--- config.mk ---
export PLATFORM = sky130hd
export DESIGN_NAME = cdc_pulse_sync_mc
export DESIGN_NICKNAME = d
export VERILOG_FILES = /design/src/rtl/cdc_sync_pkg.sv /design/src/rtl/cdc_sync_chan.sv /design/src/rtl/cdc_pulse_sync_mc.sv
export SDC_FILE = /design/constraint.sdc
export NUM_CORES = 1
export LEC_CHECK = 0
export BUFFER_PORTS_ARGS = -buffer_cell sky130_fd_sc_hd__buf_2
export CORE_MARGIN = 4
export CORE_UTILIZATION = 34
export CTS_CLUSTER_SIZE = 8
export DETAILED_ROUTE_END_ITERATION = 7
export PLACE_DENSITY = 0.69
export SKIP_CTS_REPAIR_TIMING = 1
export SLEW_MARGIN = 20
export SYNTH_ARGS = -nofsm -noshare
export SYNTH_HDL_FRONTEND = slang
export SYNTH_SLANG_ARGS = --single-unit
--- constraint.sdc ---
create_clock -name clk -period 0.8 [get_ports clk]
set_clock_uncertainty 0.1 [all_clocks]
set_input_delay 0.04 -clock clk [delete_from_list [all_inputs] [get_ports clk]]
set_output_delay 0.04 -clock clk [all_outputs]
set_load 0.005 [all_outputs]
--- src/rtl/cdc_sync_pkg.sv ---
// Shared constants for the multi-channel pulse synchroniser: edge-mode
// encodings and the synchroniser depth limit.
package cdc_sync_pkg;

  typedef enum int {
    EDGE_ANY  = 0,
    EDGE_RISE = 1,
    EDGE_FALL = 2
  } edge_mode_e;

  localparam int SYNC_STAGES_MAX = 4;

endpackage

--- src/rtl/cdc_sync_chan.sv ---
// One channel: synchroniser chain, history flop, edge qualification and,
// when CDC_PULSE_SYNC_STICKY_EN is defined, the pending/overrun flags.
module cdc_sync_chan
  import cdc_sync_pkg::*;
#(
  parameter int SYNC_STAGES = 2,
  parameter int EDGE_MODE   = 0
) (
  input  logic clk,
  input  logic reset,
  input  logic toggle,
  input  logic evt_ack,
  input  logic ovr_clr,
  output logic syn_pulse,
  output logic syn_level,
  output logic evt_pending,
  output logic evt_overrun
);

  logic hist;
  logic edge_det;

  if (SYNC_STAGES > 0) begin : g_chain
    logic [SYNC_STAGES-1:0] chain;

    always_ff @(posedge clk or negedge reset) begin
      if (!reset) begin
        chain <= '0;
      end else begin
        chain[0] <= toggle;
        for (int i = 1; i < SYNC_STAGES; i++) chain[i] <= chain[i-1];
      end
    end

    assign syn_level = chain[SYNC_STAGES-1];
    assign edge_det  = syn_level ^ hist;
  end else begin : g_direct
    // Combinational path from toggle, so reset has to mask it explicitly.
    assign syn_level = toggle;
    assign edge_det  = reset & (syn_level ^ hist);
  end

  always_ff @(posedge clk or negedge reset) begin
    if (!reset) hist <= 1'b0;
    else        hist <= syn_level;
  end

  always_comb begin
    syn_pulse = edge_det;
    if (EDGE_MODE == int'(EDGE_RISE))      syn_pulse = edge_det & syn_level;
    else if (EDGE_MODE == int'(EDGE_FALL)) syn_pulse = edge_det & ~syn_level;
  end

`ifdef CDC_PULSE_SYNC_STICKY_EN
  always_ff @(posedge clk or negedge reset) begin
    if (!reset) begin
      evt_pending <= 1'b0;
      evt_overrun <= 1'b0;
    end else begin
      if (syn_pulse)    evt_pending <= 1'b1;
      else if (evt_ack) evt_pending <= 1'b0;
      // A new event landing on an unacknowledged one beats a clear.
      if (syn_pulse && evt_pending && !evt_ack) evt_overrun <= 1'b1;
      else if (ovr_clr)                         evt_overrun <= 1'b0;
    end
  end
`else
  logic unused_strobes;
  assign unused_strobes = evt_ack ^ ovr_clr;
  assign evt_pending    = 1'b0;
  assign evt_overrun    = 1'b0;
`endif

endmodule

--- src/rtl/cdc_pulse_sync_mc.sv ---
// Multi-channel edge-to-pulse synchroniser into clk; optional sticky
// pending/overrun flags are compiled in by CDC_PULSE_SYNC_STICKY_EN.
module cdc_pulse_sync_mc
  import cdc_sync_pkg::*;
#(
  parameter int NUM_CH      = 4,
  parameter int SYNC_STAGES = 2,
  parameter int EDGE_MODE   = 0
) (
  input  logic              clk,
  input  logic              reset,
  input  logic [NUM_CH-1:0] toggle,
  input  logic [NUM_CH-1:0] evt_ack,
  input  logic [NUM_CH-1:0] ovr_clr,
  output logic [NUM_CH-1:0] syn_pulse,
  output logic [NUM_CH-1:0] syn_level,
  output logic [NUM_CH-1:0] evt_pending,
  output logic [NUM_CH-1:0] evt_overrun
);

  if (NUM_CH < 1 || NUM_CH > 32) begin : g_bad_num_ch
    $fatal(1, "cdc_pulse_sync_mc: NUM_CH must be 1..32");
  end
  if (SYNC_STAGES < 0 || SYNC_STAGES > SYNC_STAGES_MAX) begin : g_bad_stages
    $fatal(1, "cdc_pulse_sync_mc: SYNC_STAGES must be 0..4");
  end
  if (EDGE_MODE < int'(EDGE_ANY) || EDGE_MODE > int'(EDGE_FALL)) begin : g_bad_mode
    $fatal(1, "cdc_pulse_sync_mc: EDGE_MODE must be 0..2");
  end

  for (genvar ch = 0; ch < NUM_CH; ch++) begin : g_ch
    cdc_sync_chan #(
      .SYNC_STAGES (SYNC_STAGES),
      .EDGE_MODE   (EDGE_MODE)
    ) u_chan (
      .clk         (clk),
      .reset       (reset),
      .toggle      (toggle[ch]),
      .evt_ack     (evt_ack[ch]),
      .ovr_clr     (ovr_clr[ch]),
      .syn_pulse   (syn_pulse[ch]),
      .syn_level   (syn_level[ch]),
      .evt_pending (evt_pending[ch]),
      .evt_overrun (evt_overrun[ch])
    );
  end

endmodule

Word-level counts from Yosys, hierarchy flattened
Cells that the tools add are included.
{ "op_classes": {"bitwise": 4} }
{ "op_table": {"columns": ["cell", "count"], "rows": [
  ["$xor A1 B1 Y1", 4]
]} }
{ "word_totals": {"elab_cells": 12, "inputBits": 14, "output_inout_bits": 16, "regBits": 12} }

Longest topological paths before layout
{ "logic_depth": {"ltp_word": 1, "mapped_depth": 2, "mapped_depth_nobuf": 1} }

Hierarchy
Synthesis repeated with hierarchy kept, for this count alone.
{ "hier_totals": {"hier_cells": 28, "area_unflattened_um2": 410.4} }
{ "by_module_without_submodules": {"columns": ["mod", "area_per_inst_um2", "seq_area_each_um2", "cells_each", "instances"], "rows": [
  ["cdc_sync_chan", 102.6, 75.1, 7, 4]
]} }

Least setup slack after synthesis
No wires, ideal clock.
{ "synth_timing": {"path_type": "register to output", "start": "register g_ch[0].u_chan.g_chain.chain[1]", "end": "output port syn_pulse[0]", "n_path_buf": 1, "path_slack_ns": 0.022, "arrival_time_ns": 0.638, "path_stages_with_launch": 3, "required_time_ns": 0.660, "cell_sequence": "dfrtp_1 xor2_1 buf_4"} }
{ "synth_via": {"elab_chain_len": 1} }
{ "synth_rtl": {"columns": ["item", "line", "text"], "rows": [
  ["start, declared", "cdc_sync_chan.sv:24", "logic [SYNC_STAGES-1:0] chain;"],
  ["start signal, assigned", "cdc_sync_chan.sv:28", "chain <= '0;"],
  ["$xor A1 B1 Y1", "cdc_sync_chan.sv:36", "assign edge_det = syn_level ^ hist;"],
  ["end, declared", "cdc_pulse_sync_mc.sv:15", "output logic [NUM_CH-1:0] syn_pulse,"]
]} }
No other way between the ends.

Final worst setup path
Same ends and word-level chain as after synthesis.

==> out/summary.md <==
Counting the fill cells in the layout gives 114. The tools report the die footprint as 0.00200 sq mm. In this run the worst path has a maximum fanout of 3. The synthesized netlist occupies a cell area of 459 sq um. For this run, the total global-route usage over all layers was measured as 6.02%. In this run, synthesis inferred 0 flip-flops with an integrated enable. The xor and xnor fraction of the mapped netlist area was 7.63%.

Traced cell by cell, the critical path runs through xor2_1 -> buf_2. Setup violations remaining at the end of the flow were counted as 8. For this run, the top clock speed supported by timing is 931 MHz. At the worst endpoint, the required time is 0.66 ns. Once detail routing completed, the nets flagged for antenna violations numbered 0. Count of antenna diodes in the layout: 0. TritonCTS built the clock tree. The later-pin clock latency in the skew report is 0.26 ns, and the fraction of synthesized cell area taken by the top area cell type is 65.4%. The region available for standard cell placement spans 0.00119 sq mm. The startpoint of the worst-slack reg-to-reg timing path was g_ch[3].u_chan.g_chain.chain[1]. In this run the clock root is driven by a sky130_fd_sc_hd__clkbuf_4.

Counting flops and latches in the post-synthesis netlist gives 12. The number of levels in the clock H-tree was 1; the number of antenna violations at the first check in global routing was 0. For the wire length of the first global-routing pass, the log shows 779 um. The largest incremental delay on the critical path is 0.41 ns. The worst path buffer plus inverter count is 1.

The initial utilization of the core area, before any placement, comes to 38.7%. In this run the tool buffered the top-level ports with 13 buffer cells. Yosys mapped the design onto 4 distinct sky130hd cell types. The most used flip-flop cell after synthesis is sky130_fd_sc_hd__dfrtp_1. After synthesis, the cell types taking the most area are sky130_fd_sc_hd__dfrtp_1 (65%), sky130_fd_sc_hd__buf_4 (26%), sky130_fd_sc_hd__xor2_1 (7.6%), sky130_fd_sc_hd__conb_1 (0.82%). Dividing the detail-routed via count by the number of cells gives 3.66. Data arrives at the worst endpoint at 0.93 ns. The count of placed standard cells including taps was 51. In the final timing run, aggregate negative setup slack is -1.76 ns. The cell count after synthesis came out at 33. In the post-synthesis netlist, the cell with the most instances is sky130_fd_sc_hd__buf_4. The critical path crosses 2 cells after its start point.

In the final layout, the share of cells above drive strength 1 is 38.3%. The fraction of registers with async set or reset after synthesis is 100%. The path class of the tightest hold or removal check is primary input to async pin.

Largest family of logic cells by synthesized area: buffers and inverters. The width of the die is 44.8 um, and the largest net degree at the start of global routing is 13. Wires add up to 595 um. In this run, CTS created clock tree buffers numbering 3. Summed over all cells, the static leakage comes to 0.281 nW.

The final number of hold-violating endpoints is 0, and the clock transition at the register clock pins on the worst setup and hold paths after CTS is 0.07 ns. Compared with the post-synthesis result, the final layout area differs by 18.0%. For this block, the via count after detailed routing is 223. sky130_fd_sc_hd__dfrtp_1 takes more of the synthesized area than any other cell. The least setup slack across all paths after layout was -0.275 ns.

The highest ir drop seen on vdd is 1.13 mV, and the remaining global-route overflow is 0. The ratio of final minimum period to clock period was 134%. Each instance of the synthesized netlist takes up on average 13.9 sq um.

By startpoint and endpoint, the worst setup path is classified as register to output port. In this run the power density over the cells is 2240 mW/mm^2. STA classifies the critical path endpoint as an output port. By count the netlist is led by sky130_fd_sc_hd__buf_4 (16), sky130_fd_sc_hd__dfrtp_1 (12), sky130_fd_sc_hd__xor2_1 (4).

The synthesized netlist devotes 0% of its cell area to adder and majority cells. Summing the areas of all and, or, nand and nor instances in the mapped netlist gives 0% of the synthesized area. For the count of clock tree sinks, the log shows 12.

The final critical path time including I/O delays and setup was 1.07 ns. The tools report the I/O pin count as 30. On the critical path, the stage with the largest delay is an instance of sky130_fd_sc_hd__dfrtp_1. First-iteration detailed-routing DRC count: 1. The post-synthesis mux area share was 0%; the count of synthesis-stage warnings from yosys was 0.

For the last weighted congestion value of the routability-driven placer, the log shows 0.576. The critical path starts at g_ch[0].u_chan.g_chain.chain[1]. After detailed routing, the number of remaining DRC violations is 0.

Setup repair after global routing could not meet its margin everywhere. Counting along the longest clock path gives a buffer depth of 2. The run finished, with violations left. The worst register-to-register path has a depth of 0.

The checks that failed: setup timing. The number of rows created at floorplan is 12, and the count of TritonRoute iterations in the first routing pass is 2. The logs give 0 for the count of pins over their slew limit and 175 for the number of global-route vias before repair.

The non-filler instance count after layout is 61. The tools report the post-synthesis sequential area ratio as 65.4%. STA classifies the critical path startpoint as a register. The die is 44.8 um tall.

Across the run, the number of max-cap violations was 0. The post-synthesis compound-gate area fraction is 0%. The cell class contributing the biggest share of worst-path delay was flip-flops. Dividing the detail-routed wire length by the instance count gives 9.75 um.

For this run, the post-layout net count is 62.
## metrics by stage
stage | util (%) | area [sq um] | worst slack [ns] | hold slack [ns] | power, mW
after floorplan | - | 485 | 0.0218 | -0.356 | 0.758
after global placement | 37.8 | 448 | 0.0189 | -0.180 | 0.740
after detailed placement | 37.8 | 448 | 0.00265 | -0.172 | 0.745
after CTS | 40.8 | 484 | -0.299 | -0.468 | 1.21
after global routing | 45.7 | 542 | -0.363 | 0.101 | 1.28
final | 45.7 | 542 | -0.275 | 0.0796 | 1.21
## per-layer routing
| metal | vias to the layer above | routed length [um] | GRT usage (%) |
|---|---|---|---|
| met2 | 13 | 301 | 6.88 |
| met3 | 0 | 67 | 3.59 |
| met5 | - | 0 | 0 |
| met1 | 106 | 227 | 6.82 |
| met4 | 0 | 0 | 7.23 |
| li1 | 104 | - | - |
## cells in the final DEF, fill, tap and decap left out
master / netlist / layout
sky130_fd_sc_hd__dlygate4sd3_1: 0 / 5
sky130_fd_sc_hd__clkbuf_4: 0 / 3
sky130_fd_sc_hd__buf_2: 0 / 13
sky130_fd_sc_hd__dfrtp_1: 12 / 12
sky130_fd_sc_hd__buf_4: 16 / 1
sky130_fd_sc_hd__xor2_1: 4 / 4
sky130_fd_sc_hd__clkbuf_8: 0 / 1
sky130_fd_sc_hd__conb_1: 1 / 8
## report_power, final
part	leakage [nW]	internal (mW)	switching (mW)
sequential	0.140	0.637	0.0157
combinational	0.120	0.0548	0.0441
clock	0.0210	0.276	0.186
## layout make-up
cell class	count	area (sq um)	share of cell area (%)
flip-flops and latches	12	300	55.4
clock buffers	4	36.3	6.70
repair buffers	19	123	22.6
well taps	14	17.5	3.23
multi-input cells	12	65.1	12.0
## registers in the layout, indices dropped and copies added, names as in the netlist
register / cells
g_ch.u_chan.g_chain.chain: 8
g_ch.u_chan.hist: 4
## cell families (layout without fill, tap and decap cells)
kind of cell,Yosys count,count (layout)
buffers and inverters,16,23
XOR/XNOR,4,4
other,1,8
flip-flops,12,12
## worst paths after layout
path / slack, ns / to
worst max-delay path: -0.27 / syn_pulse[0]
worst min-delay path: 0.08 / g_ch[0].u_chan.g_chain.chain[1]
worst max register to register: 0.17 / g_ch[3].u_chan.hist
worst min register to register: 0.25 / g_ch[2].u_chan.g_chain.chain[1]
max in group asynchronous: 0.31 / g_ch[1].u_chan.hist
min in group clk: 0.25 / g_ch[2].u_chan.g_chain.chain[1]
Power figures use the tool's default switching activity.
